==> src/rtl/drum_pipe.sv <==
// ---------------------------------------------------------------------------
// drum_pipe: pipelined DRUM approximate multiplier with signed/unsigned mode.
//
// Each operand is reduced to a K-bit mantissa (leading one, K-2 following
// bits, forced trailing one) plus a shift. The mantissas are multiplied exactly
// and the product is shifted back. Operands below 2^K bypass the approximation.
// Signed beats are handled as sign/magnitude, so the error is symmetric.
//
// Ports:
//   clk, rst        clock; asynchronous active-high reset
//   in_valid/ready  operand beat handshake
//   in_signed       1 = operands are two's complement, 0 = unsigned
//   in_a [N], in_b [M], in_tag [TAG_W]   operands and user tag
//   out_valid/ready result handshake
//   out_r [N+M]     approximate product, out_tag [TAG_W] tag of that beat
//   busy            any pipeline stage holds a valid beat
//
// Handshake: a beat transfers on a rising edge where valid & ready are both 1.
// The source must hold its beat stable while valid & !ready. out_r and out_tag
// stay stable while out_valid & !out_ready. in_ready does not depend on
// in_valid.
// ---------------------------------------------------------------------------
module drum_pipe #(
    parameter int K     = 4,
    parameter int N     = 8,
    parameter int M     = 8,
    parameter int TAG_W = 4
) (
    input  logic             clk,
    input  logic             rst,
    input  logic             in_valid,
    output logic             in_ready,
    input  logic             in_signed,
    input  logic [N-1:0]     in_a,
    input  logic [M-1:0]     in_b,
    input  logic [TAG_W-1:0] in_tag,
    output logic             out_valid,
    input  logic             out_ready,
    output logic [N+M-1:0]   out_r,
    output logic [TAG_W-1:0] out_tag,
    output logic             busy
);

    localparam int L   = (N > M) ? N : M;
    localparam int SW  = $clog2(L + 1);
    localparam int SHW = SW + 1;
    localparam int RW  = N + M;

    typedef struct packed {
        logic [K-1:0]  mant;
        logic [SW-1:0] shift;
    } enc_t;

    // DRUM encoding of one magnitude. p is the leading-one position; values
    // with p < K (including zero) are kept exactly with no shift.
    function automatic enc_t drum_enc(input logic [L-1:0] x);
        enc_t e;
        int   p;
        p = 0;
        for (int i = 0; i < L; i++) begin
            if (x[i]) p = i;
        end
        e.mant  = x[K-1:0];
        e.shift = '0;
        if (p >= K) begin
            // Right-aligning puts the leading one at bit K-1; bit 0 is forced
            // to 1 to centre the truncation error.
            e.mant  = K'(x >> (p - (K - 1))) | K'(1);
            e.shift = SW'(p - (K - 1));
        end
        return e;
    endfunction

    // Stage 1: sign/magnitude
    logic             s1_v_q,   s1_v_d;
    logic [N-1:0]     s1_ma_q,  s1_ma_d;
    logic [M-1:0]     s1_mb_q,  s1_mb_d;
    logic             s1_so_q,  s1_so_d;
    logic [TAG_W-1:0] s1_tag_q, s1_tag_d;
    // Stage 2: DRUM encode
    logic             s2_v_q,   s2_v_d;
    logic [K-1:0]     s2_mant_a_q, s2_mant_a_d;
    logic [K-1:0]     s2_mant_b_q, s2_mant_b_d;
    logic [SHW-1:0]   s2_sh_q,  s2_sh_d;
    logic             s2_so_q,  s2_so_d;
    logic [TAG_W-1:0] s2_tag_q, s2_tag_d;
    // Stage 3: product, drives the outputs
    logic             s3_v_q,   s3_v_d;
    logic [RW-1:0]    s3_r_q,   s3_r_d;
    logic [TAG_W-1:0] s3_tag_q, s3_tag_d;

    logic          adv;
    logic          accept;
    enc_t          enc_a, enc_b;
    logic [RW-1:0] prod;

    always_comb begin
        // Global stall: the whole pipe moves only when the output slot frees.
        adv    = !s3_v_q | out_ready;
        accept = in_valid & adv;

        enc_a = drum_enc(L'(s1_ma_q));
        enc_b = drum_enc(L'(s1_mb_q));
        prod  = (RW'(s2_mant_a_q) * RW'(s2_mant_b_q)) << s2_sh_q;

        s1_v_d      = s1_v_q;
        s1_ma_d     = s1_ma_q;
        s1_mb_d     = s1_mb_q;
        s1_so_d     = s1_so_q;
        s1_tag_d    = s1_tag_q;
        s2_v_d      = s2_v_q;
        s2_mant_a_d = s2_mant_a_q;
        s2_mant_b_d = s2_mant_b_q;
        s2_sh_d     = s2_sh_q;
        s2_so_d     = s2_so_q;
        s2_tag_d    = s2_tag_q;
        s3_v_d      = s3_v_q;
        s3_r_d      = s3_r_q;
        s3_tag_d    = s3_tag_q;

        if (adv) begin
            s1_v_d = accept;
            s2_v_d = s1_v_q;
            s3_v_d = s2_v_q;

            // Data registers load only behind a valid beat, so bubbles leave
            // the last result visible and save toggling.
            if (accept) begin
                // Negation of the most negative value wraps to 2^(W-1), which
                // is the correct unsigned magnitude.
                s1_ma_d  = (in_signed && in_a[N-1]) ? (~in_a + N'(1)) : in_a;
                s1_mb_d  = (in_signed && in_b[M-1]) ? (~in_b + M'(1)) : in_b;
                s1_so_d  = in_signed & (in_a[N-1] ^ in_b[M-1]);
                s1_tag_d = in_tag;
            end
            if (s1_v_q) begin
                s2_mant_a_d = enc_a.mant;
                s2_mant_b_d = enc_b.mant;
                s2_sh_d     = SHW'(enc_a.shift) + SHW'(enc_b.shift);
                s2_so_d     = s1_so_q;
                s2_tag_d    = s1_tag_q;
            end
            if (s2_v_q) begin
                // A zero product stays zero rather than becoming -0.
                s3_r_d   = (s2_so_q && (prod != '0)) ? (~prod + RW'(1)) : prod;
                s3_tag_d = s2_tag_q;
            end
        end
    end

    always_ff @(posedge clk or posedge rst) begin
        if (rst) begin
            s1_v_q      <= 1'b0;
            s1_ma_q     <= '0;
            s1_mb_q     <= '0;
            s1_so_q     <= 1'b0;
            s1_tag_q    <= '0;
            s2_v_q      <= 1'b0;
            s2_mant_a_q <= '0;
            s2_mant_b_q <= '0;
            s2_sh_q     <= '0;
            s2_so_q     <= 1'b0;
            s2_tag_q    <= '0;
            s3_v_q      <= 1'b0;
            s3_r_q      <= '0;
            s3_tag_q    <= '0;
        end else begin
            s1_v_q      <= s1_v_d;
            s1_ma_q     <= s1_ma_d;
            s1_mb_q     <= s1_mb_d;
            s1_so_q     <= s1_so_d;
            s1_tag_q    <= s1_tag_d;
            s2_v_q      <= s2_v_d;
            s2_mant_a_q <= s2_mant_a_d;
            s2_mant_b_q <= s2_mant_b_d;
            s2_sh_q     <= s2_sh_d;
            s2_so_q     <= s2_so_d;
            s2_tag_q    <= s2_tag_d;
            s3_v_q      <= s3_v_d;
            s3_r_q      <= s3_r_d;
            s3_tag_q    <= s3_tag_d;
        end
    end

    assign in_ready  = adv;
    assign out_valid = s3_v_q;
    assign out_r     = s3_r_q;
    assign out_tag   = s3_tag_q;
    assign busy      = s1_v_q | s2_v_q | s3_v_q;

endmodule

==> config.mk <==
export PLATFORM = sky130hd
export DESIGN_NAME = drum_pipe
export DESIGN_NICKNAME = d
export VERILOG_FILES = /design/src/rtl/drum_pipe.sv
export SDC_FILE = /design/constraint.sdc
export NUM_CORES = 1
export LEC_CHECK = 0
export BUFFER_PORTS_ARGS = -buffer_cell sky130_fd_sc_hd__buf_2
export CAP_MARGIN = 20
export CORE_ASPECT_RATIO = 1.25
export CORE_MARGIN = 2
export CORE_UTILIZATION = 60
export DETAILED_ROUTE_END_ITERATION = 12
export GPL_ROUTABILITY_DRIVEN = 0
export HOLD_SLACK_MARGIN = 0.15
export PLACE_DENSITY_LB_ADDON = 0.1
export SYNTH_ARGS = -nofsm -noshare
export SYNTH_HDL_FRONTEND = slang
export SYNTH_SLANG_ARGS = --single-unit
==> constraint.sdc <==
create_clock -name clk -period 5.42 [get_ports clk]
set_input_delay 0 -clock clk [delete_from_list [all_inputs] [get_ports clk]]
set_output_delay 0 -clock clk [all_outputs]
set_load 0.05 [all_outputs]
==> results.md, run 1 <==
- Max-slew violation count: 0
- FP Rows: 35
- WP data required: 5660 ps
- TritonCTS Buffers: 9
- Number of synthesized flops with an enable pin: 0
- Status: completed
- Diode count: 0
- Slew headroom: 0.427
- Avg Cell Area, Syn: 8.45 um2
- Largest net degree at the start of global routing: 63
- Final Skew: 18.2 ps
- Root Driver: clkbuf_8
- Drt wl/cell: 15.3 um
- DRC: 0
- Final cell count without fillers: 708
- Core area: 7440 um2
- Worst hold-check path type: primary input to async pin
- Die ar.: 8490 um2
- CTS tree: done
- Placed insts: 665
- Most common cell in the netlist: nand2_1
- Avg Vias per Cell: 5.96
- Total power divided by cell area: 620 nW/um2
- Yosys synthesis warning count: 0
- RSZ-0062 raised after global routing: false
- Drt first-iter violations: 219
- WP data arrival: 4890 ps
- Final Hold Viols: 0
- Clk_lat worst skew: 350 ps
- Aggregate global-route resource usage: 0.262
- FILL cells: 592
- Top cell type's share of synthesized area: 0.333
- Post-Syn Instances: 551
- Syn-to-layout area delta: 16.0%
- Minimum clock period: 4650 ps
- IO Port Bufs: 47
- Post-Syn Area: 4660 um2
- Sequential Area: 1550 um2
- Final setup TNS: 0 ps
- Commonest cells in the netlist: nand2_1, dfrtp_1, o21ai_0
- Gr ovfl total: 0
- Initial antenna violation count: 0
- 1st-pass router iterations: 5
- Largest cells by area after synthesis: dfrtp_1, nand2_1, ha_1, o21ai_0, nor2_1
- Vias in the first global route: 4,093
- Worst Tran Pin Value: 858 ps
- Leakage: 2.51 nW
- WS Path Type: flip-flop to flip-flop
- Period utilisation layout: 0.859
- Commonest register cell after synthesis: dfrtp_1
- Maxcap violations: 0
- Resized Gates After CTS: 0
- Post-synth ARST share: 1.00
- Die height: 103 um
- Fmax: 215 MHz
- Clock transition at path regs: 90 ps
- Crit end category: flip-flop
- Register area share after synthesis: 0.333
- Setup crit start kind: flip-flop
- Total Routed Length: 10,800 um
- Flops & latches, synth: 62
- Initial Utilization: 0.626
- Clock Path Buffers: 2
- Ports: 48
- Die width: 82.8 um
- Antenna Nets Post-Route: 0
- Global-route wire length before repair: 18,000 um
- Maximum VDD drop: 0.412 mV
- Yosys cell types: 69
- DP HPWL: 7780 um
- Multi-input logic area: 2880 um2
- Final setup fails: 0
- Routed vias: 4,217
- Clock sink total: 62
- Cell taking the most area after synthesis: dfrtp_1
- Worst Setup SP: s2_mant_a_q[0]$_DFFE_PP0P_
- Syn Nets: 605
- Fin nets: 665
- Depth of the CTS H-tree: 3
- CP max FO: 6
- Layout cells sized above 1: 0.161
- Reg2reg start: s2_mant_a_q[0]$_DFFE_PP0P_
==> worst max-delay path, stage by stage (launching register included) <==
cell and delay, ps:
dfrtp_1 410, nand2_1 110, fa_1 550, inv_1 60, fa_1 560, inv_1 70
fa_1 440, nand2b_1 160, a21oi_1 230, xnor2_1 190, mux4_2 330, o2bb2ai_1 150
or3_1 410, nor2_1 250, nand2_1 150, and3_1 190, a311o_1 310
==> final timing paths <==
kind | to | slack, ps | cells past startpoint
min | s1_tag_q[1]$_DFFE_PP0P_ | 420 | 4
min reg2reg | out_tag[2]$_DFFE_PP0P_ | 470 | 2
max in group asynchronous | s2_mant_b_q[1]$_DFFE_PP0P_ | 4500 | 4
max reg2reg | out_r[13]$_DFFE_PP0P_ | 770 | 16
min in group clk | s1_tag_q[1]$_DFFE_PP0P_ | 420 | 3
max | out_r[13]$_DFFE_PP0P_ | 770 | 16
==> what timing repair did <==
| action | 4_1_cts | 5_1_grt |
|---|---|---|
| buffers inserted | 0 | 0 |
| hold buffers | 25 | 1 |
| endpoints found under the hold margin | 86 | 2 |
==> final cells by class <==
| class | count | area share |
|---|---|---|
| clock buffer | 10 | 0.0255 |
| multi-input combinational | 433 | 0.534 |
| clock inverter | 6 | 0.0130 |
| timing repair buffer | 75 | 0.0982 |
| inverter | 30 | 0.0209 |
| tap | 92 | 0.0213 |
| sequential | 62 | 0.287 |
==> per-stage QoR <==
step	total power, mW	hold WS (ps)	setup slack [ps]	area, um2	util
2_1_floorplan	2.47	136	1180	4660	-
4_1_cts	3.33	409	808	5360	0.720
3_3_place_gp	2.83	233	979	4900	0.659
3_5_place_dp	2.89	238	809	4900	0.659
5_1_grt	3.64	423	439	5400	0.725
6_report	3.35	416	767	5400	0.725
==> power by group <==
| part | switching [mW] | total (mW) | leakage [nW] | internal (mW) |
|---|---|---|---|---|
| registers | 0.184 | 0.815 | 0.771 | 0.631 |
| logic | 1.31 | 2.11 | 1.64 | 0.802 |
| clock network | 0.195 | 0.422 | 0.0951 | 0.227 |
==> per-layer routing <==
layer	vias to the layer above	GRT usage	wire length, um
li1	2058	-	-
met1	2005	0.282	4200
met2	126	0.506	5880
met3	28	0.0368	403
met4	0	0.130	366
met5	-	0	0
==> placed cells by master (no fill, tap or decap), types with 6 or more instances in the layout <==
master / instances
o21ai_0: 49
xnor2_1: 12
dlygate4sd3_1: 26
mux2_2: 14
buf_2: 47
xor2_1: 11
nand3b_1: 6
nor3_1: 6
ha_1: 24
mux2i_1: 9
dfrtp_1: 62
a31oi_1: 9
or3_1: 9
nand2b_1: 11
a21oi_1: 21
nand2_1: 86
nor2_1: 47
o31ai_1: 7
inv_1: 28
clkbuf_8: 10
nand3_1: 15
and2_1: 16
==> cells by family after synthesis <==
| kind of cell | count (synthesis) | synth area share |
|---|---|---|
| simple gates | 219 | 0.223 |
| compound gates | 135 | 0.196 |
| flops | 62 | 0.333 |
| buf+inv | 56 | 0.0478 |
| fa+ha+maj | 29 | 0.0860 |
| mux | 27 | 0.0709 |
| xor+xnor | 23 | 0.0433 |
==> state kept, by name (all words and copies together) (netlist names), 4 cells and up <==
register,flops
out_r,16
s2_sh_q,5
s2_mant_b_q,4
out_tag,4
s2_mant_a_q,4
s1_ma_q,8
s1_tag_q,4
s2_tag_q,4
s1_mb_q,8
No activity file was read; power rests on OpenSTA's default activity.
==> run 2, diff against run 1 <==
==> constraint.sdc (replaced) <==
create_clock -name clk -period 5.42 [get_ports clk]
set_input_delay 1.084 -clock clk [delete_from_list [all_inputs] [get_ports clk]]
set_output_delay 1.084 -clock clk [all_outputs]
set_load 0.05 [all_outputs]
==> results.md, run 2 (same netlist as run 1, synthesis figures left out) <==
- WP data required: 5660 ps
- Hold_buf cts: 0
- M1 GR Usage: 0.273
- Initial antenna violation count: 0
- Max reg flops: 16
- CP top delay family: adder cells
- Largest net degree at the start of global routing: 63
- Slew headroom: 0.431
- Total power divided by cell area: 646 nW/um2
- Buf/Inv on CP: 2
- R2R Path End: out_r[13]$_DFFE_PP0P_
- Aggregate global-route resource usage: 0.248
- Most frequent cells in the layout: nand2_1, dfrtp_1, o21ai_0, nor2_1, buf_2
- Final Hold Viols: 0
- Core area: 7440 um2
- FP Rows: 35
- IO Port Bufs: 47
- TritonCTS Buffers: 9
- Clk_lat worst skew: 350 ps
- R2R cell count: 16
- Status: completed
- Total Routed Length: 10,000 um
- Placed insts: 665
- DP HPWL: 7780 um
- CP Cell Sequence: nand2_1 -> fa_1 -> inv_1 -> fa_1 -> inv_1 -> fa_1 -> nand2b_1 -> a21oi_1 -> xnor2_1 -> mux4_2 -> o2bb2ai_1 -> or3_1 -> nor2_1 -> nand2_1 -> and3_1 -> a311o_1
- 1st-pass router iterations: 5
- Final setup TNS: 0 ps
- Fin nets: 639
- Avg Vias per Cell: 5.96
- Max-slew violation count: 0
- Vias in the first global route: 3,894
- CTS tree: done
- Worst hold-check path type: flip-flop to flip-flop
- Global-route wire length before repair: 17,200 um
- Final Skew: 16.9 ps
- Routed vias: 4,063
- Die ar.: 8490 um2
- Antenna Nets Post-Route: 0
- Leakage: 2.40 nW
- Setup crit start kind: flip-flop
- Final cell count without fillers: 682
- Initial Utilization: 0.626
- Minimum clock period: 4650 ps
- Root Driver: clkbuf_8
- Met3 Use GR: 0.0360
- Maxcap violations: 0
- RSZ-0062 raised after global routing: false
- Period utilisation layout: 0.857
- Hold-critical path depth: 2
- Resized Gates After CTS: 0
- Syn-to-layout area delta: 10.4%
- Global routing met2 resource utilization: 0.471
- Worst Tran Pin Value: 851 ps
- Layout cells sized above 1: 0.168
- Reg2reg start: s2_mant_a_q[0]$_DFFE_PP0P_
- WS Path Type: flip-flop to flip-flop
- Crit end category: flip-flop
- Gr ovfl total: 0
- Clock sink total: 62
- Final setup fails: 0
- Die height: 103 um
- Diode count: 0
- CP max FO: 6
- Clock transition at path regs: 90 ps
- Most common cell after layout, fill and taps aside: nand2_1
- Drt wl/cell: 14.7 um
- Post-CTS setup buffers: 0
- Drt first-iter violations: 185
- Clock Path Buffers: 2
- Hold Path End: out_tag[2]$_DFFE_PP0P_
- GR peak layer: met2
- DRC: 0
- Depth of the CTS H-tree: 3
- R2r setup slk: 770 ps
- Fmax: 215 MHz
- Cell mode on critical path: fa_1
- WP data arrival: 4880 ps
- Ports: 48
- Slowest stage delay, CP: 560 ps
- Hold_sp: s2_tag_q[2]$_DFFE_PP0P_
- Slowest cell on crit path: fa_1
- Die width: 82.8 um
- Maximum VDD drop: 0.410 mV
## run 2: layout make-up
| class | instances | area (um2) |
|---|---|---|
| Sequential cell | 62 | 1550 |
| Multi-Input combinational cell | 433 | 2880 |
| Timing Repair Buffer | 49 | 270 |
| Tap cell | 92 | 115 |
| Fill cell | 644 | 2300 |
| Clock inverter | 6 | 70.1 |
| Clock buffer | 10 | 138 |
| Inverter | 30 | 113 |
## run 2: routing by layer
layer	share of wire	vias up
met4	0.038	0
li1	-	2004
met3	0.034	29
met5	0	-
met2	0.53	111
met1	0.40	1919
## run 2: metrics by stage
| step | total power, mW | cell area [um2] | hold slack, ps | setup slack [ps] | util |
|---|---|---|---|---|---|
| 6_report | 3.32 | 5140 | 471 | 773 | 0.690 |
| 5_1_grt | 3.63 | 5140 | 501 | 439 | 0.690 |
| 4_1_cts | 3.32 | 5110 | 478 | 808 | 0.687 |
| 3_5_place_dp | 2.89 | 4900 | 460 | 809 | 0.659 |
| 3_3_place_gp | 2.83 | 4900 | 448 | 979 | 0.659 |
| 2_1_floorplan | 2.47 | 4660 | 433 | 1180 | - |
## run 2: report_power, final
group          switching, mW  total (mW)  internal (mW)  leakage (nW)
registers              0.184       0.815          0.631         0.771
clock network          0.191       0.418          0.227        0.0951
logic                   1.30        2.09          0.789          1.54
## run 2: worst max-delay path by stage
stage                                    start                     to  slack, ps  depth (start not counted)
floorplan           s2_mant_a_q[0]$_DFFE_PP0P_  out_r[13]$_DFFE_PP0P_       1180                         16
global placement    s2_mant_a_q[0]$_DFFE_PP0P_  out_r[13]$_DFFE_PP0P_        980                         16
detailed placement  s2_mant_a_q[0]$_DFFE_PP0P_  out_r[13]$_DFFE_PP0P_        810                         16
CTS                 s2_mant_a_q[0]$_DFFE_PP0P_  out_r[13]$_DFFE_PP0P_        810                         16
global route        s2_mant_a_q[0]$_DFFE_PP0P_  out_r[13]$_DFFE_PP0P_        440                         16
finish              s2_mant_a_q[0]$_DFFE_PP0P_  out_r[13]$_DFFE_PP0P_        770                         16
## run 2: worst register-to-register path, delay by kind of cell (launching register included)
kind,cells,cell delay [ps]
adder cells (fa/ha/maj),3,1550
AND/OR/NAND/NOR,6,1270
AO/OA/AOI/OAI,3,690
flip-flops,1,410
multiplexers,1,330
XOR/XNOR,1,190
buffers and inverters,2,130
==> run 3, diff against run 2 <==
CORE_UTILIZATION = 45   (was 60)
SETUP_SLACK_MARGIN = 0.15   (was default)
clock period = 4.8 ns   (was 5.42 ns; I/O delays follow)
==> results.md, run 3 (same netlist as run 1, synthesis figures left out) <==
- Status: completed
- IO Port Bufs: 47
- Worst Tran Pin Value: 858 ps
- Met3 Use GR: 0.0359
- Crit end category: flip-flop
- WP data arrival: 4690 ps
- Avg Vias per Cell: 5.58
- CTS tree: done
- M1 GR Usage: 0.236
- Slowest cell on crit path: fa_1
- Clock sink total: 62
- GR peak layer: met2
- Maxcap violations: 0
- Hold Path End: out_tag[1]$_DFFE_PP0P_
- Max-slew violation count: 0
- Final core utilization: 0.531
- Clk_lat worst skew: 330 ps
- Maximum VDD drop: 0.357 mV
- 1st-pass router iterations: 4
- FP Rows: 41
- Fin nets: 645
- Slew headroom: 0.427
- Hold_buf cts: 0
- Clock Path Buffers: 2
- TritonCTS Buffers: 9
- Largest net degree at the start of global routing: 63
- Max reg flops: 16
- Multi-input logic area: 2930 um2
- Total power divided by cell area: 750 nW/um2
- Syn-to-layout area delta: 15.2%
- DP HPWL: 8030 um
- CP max FO: 9
- Sequential share of power: 0.228
- R2R cell count: 16
- Global routing met2 resource utilization: 0.348
- Slowest stage delay, CP: 570 ps
- Pint: 2.06 mW
- Diode count: 0
- Core area: 10,100 um2
- Ports: 48
- Most frequent cells in the layout: nand2_1, dfrtp_1, o21ai_0, buf_2, nor2_1
- Minimum clock period: 4480 ps
- Reg2reg start: s2_mant_b_q[3]$_DFFE_PP0P_
- Worst hold slack: 456 ps
- Drt first-iter violations: 139
- Die height: 118 um
- Aggregate global-route resource usage: 0.200
- Die ar.: 11,200 um2
- Vias in the first global route: 3,912
- Antenna Nets Post-Route: 0
- Final setup fails: 0
- Most common cell after layout, fill and taps aside: nand2_1
- Final Skew: 4.54 ps
- WP data required: 5010 ps
- FILL cells: 961
- Die width: 95.0 um
- Depth of the CTS H-tree: 3
- Clock Power Share: 0.158
- Worst hold-check path type: flip-flop to flip-flop
- CP Cell Sequence: nand2_1 -> fa_1 -> inv_1 -> fa_1 -> inv_1 -> fa_2 -> nand2b_1 -> a21oi_2 -> mux2_2 -> nand4_1 -> a32oi_2 -> o221a_2 -> and4bb_4 -> a21oi_4 -> and3_1 -> o31ai_1
- Period utilisation layout: 0.933
- Routed vias: 4,043
- Setup crit start kind: flip-flop
- Gr ovfl total: 0
- Clock transition at path regs: 60 ps
- Switch share: 0.489
- DRC: 0
- Worst slack at placement: 233 ps
- Drt wl/cell: 14.6 um
- Sequential Area: 1550 um2
- Hold_sp: s2_tag_q[1]$_DFFE_PP0P_
- WS Path Type: flip-flop to flip-flop
- Fmax: 223 MHz
- Initial Utilization: 0.461
- Logic pwr share: 0.614
- Initial antenna violation count: 0
- Total Routed Length: 10,600 um
- Worst setup slack after layout: 322 ps
- Tot Pwr: 4.02 mW
- Hold-critical path depth: 2
- RSZ-0062 raised after global routing: true
- Final setup TNS: 0 ps
- R2R Path End: out_r[11]$_DFFE_PP0P_
- Switching Power: 1.97 mW
- Root Driver: clkbuf_16
- Final Hold Viols: 0
- Global-route wire length before repair: 18,000 um
- Leakage: 2.48 nW
- R2r setup slk: 320 ps
- Layout cells sized above 1: 0.188
==> run 3: what timing repair did <==
action	in CTS	in global routing
setup endpoints to repair	0	10
resized for setup	0	9
setup buffers	0	6
==> run 3: area by class of cell <==
type | count | share of cell area
sequential | 62 | 0.289
inverter | 30 | 0.0210
clock buffer | 10 | 0.0427
tap | 129 | 0.0301
timing repair buffer | 55 | 0.0588
multi-input combinational | 433 | 0.547
clock inverter | 6 | 0.0117
==> run 3: worst max-delay path: cells and delay by family (launching register included) <==
family,cells,cell delay (ps)
AOI/OAI and AO/OA,5,1130
adders and majority gates,3,1510
buffers and inverters,2,120
DFF,1,380
muxes,1,210
and+or+nand+nor,5,1010
==> run 3: worst max path at each step <==
stage                               start               endpoint  slack [ps]  cells past startpoint
3_3_place_gp   s2_mant_a_q[0]$_DFFE_PP0P_  out_r[13]$_DFFE_PP0P_         340                     16
4_1_cts        s2_mant_a_q[0]$_DFFE_PP0P_  out_r[11]$_DFFE_PP0P_         210                     16
6_report       s2_mant_b_q[3]$_DFFE_PP0P_  out_r[11]$_DFFE_PP0P_         320                     16
5_1_grt        s2_mant_b_q[3]$_DFFE_PP0P_  out_r[11]$_DFFE_PP0P_         110                     16
3_5_place_dp   s2_mant_a_q[0]$_DFFE_PP0P_  out_r[11]$_DFFE_PP0P_         230                     16
2_1_floorplan  s2_mant_a_q[0]$_DFFE_PP0P_  out_r[13]$_DFFE_PP0P_         560                     16
==> run 3: stage by stage <==
stage               area (um2)  std cells
global route              5370        725
CTS                       5240        718
detailed placement        4950        702
floorplan                 4660        551
finish                    5370        725
global placement          4950        702
==> run 3: power groups by stage <==
| stage | Sequential [mW] | Combinational (mW) | Clock (mW) |
|---|---|---|---|
| after floorplan | 1.09 | 1.70 | 0 |
| after global placement | 0.924 | 2.31 | 0 |
| after detailed placement | 0.934 | 2.35 | 0 |
| after CTS | 0.924 | 2.36 | 0.647 |
| after global routing | 0.956 | 2.72 | 0.673 |
| final | 0.919 | 2.47 | 0.636 |
==> run 3: per-layer routing <==
metal  wire length, um  vias to the layer above
met5                 0                        -
met4               293                        0
met3               339                       27
met2              5590                      106
met1              4350                     1902
li1                  -                     2008
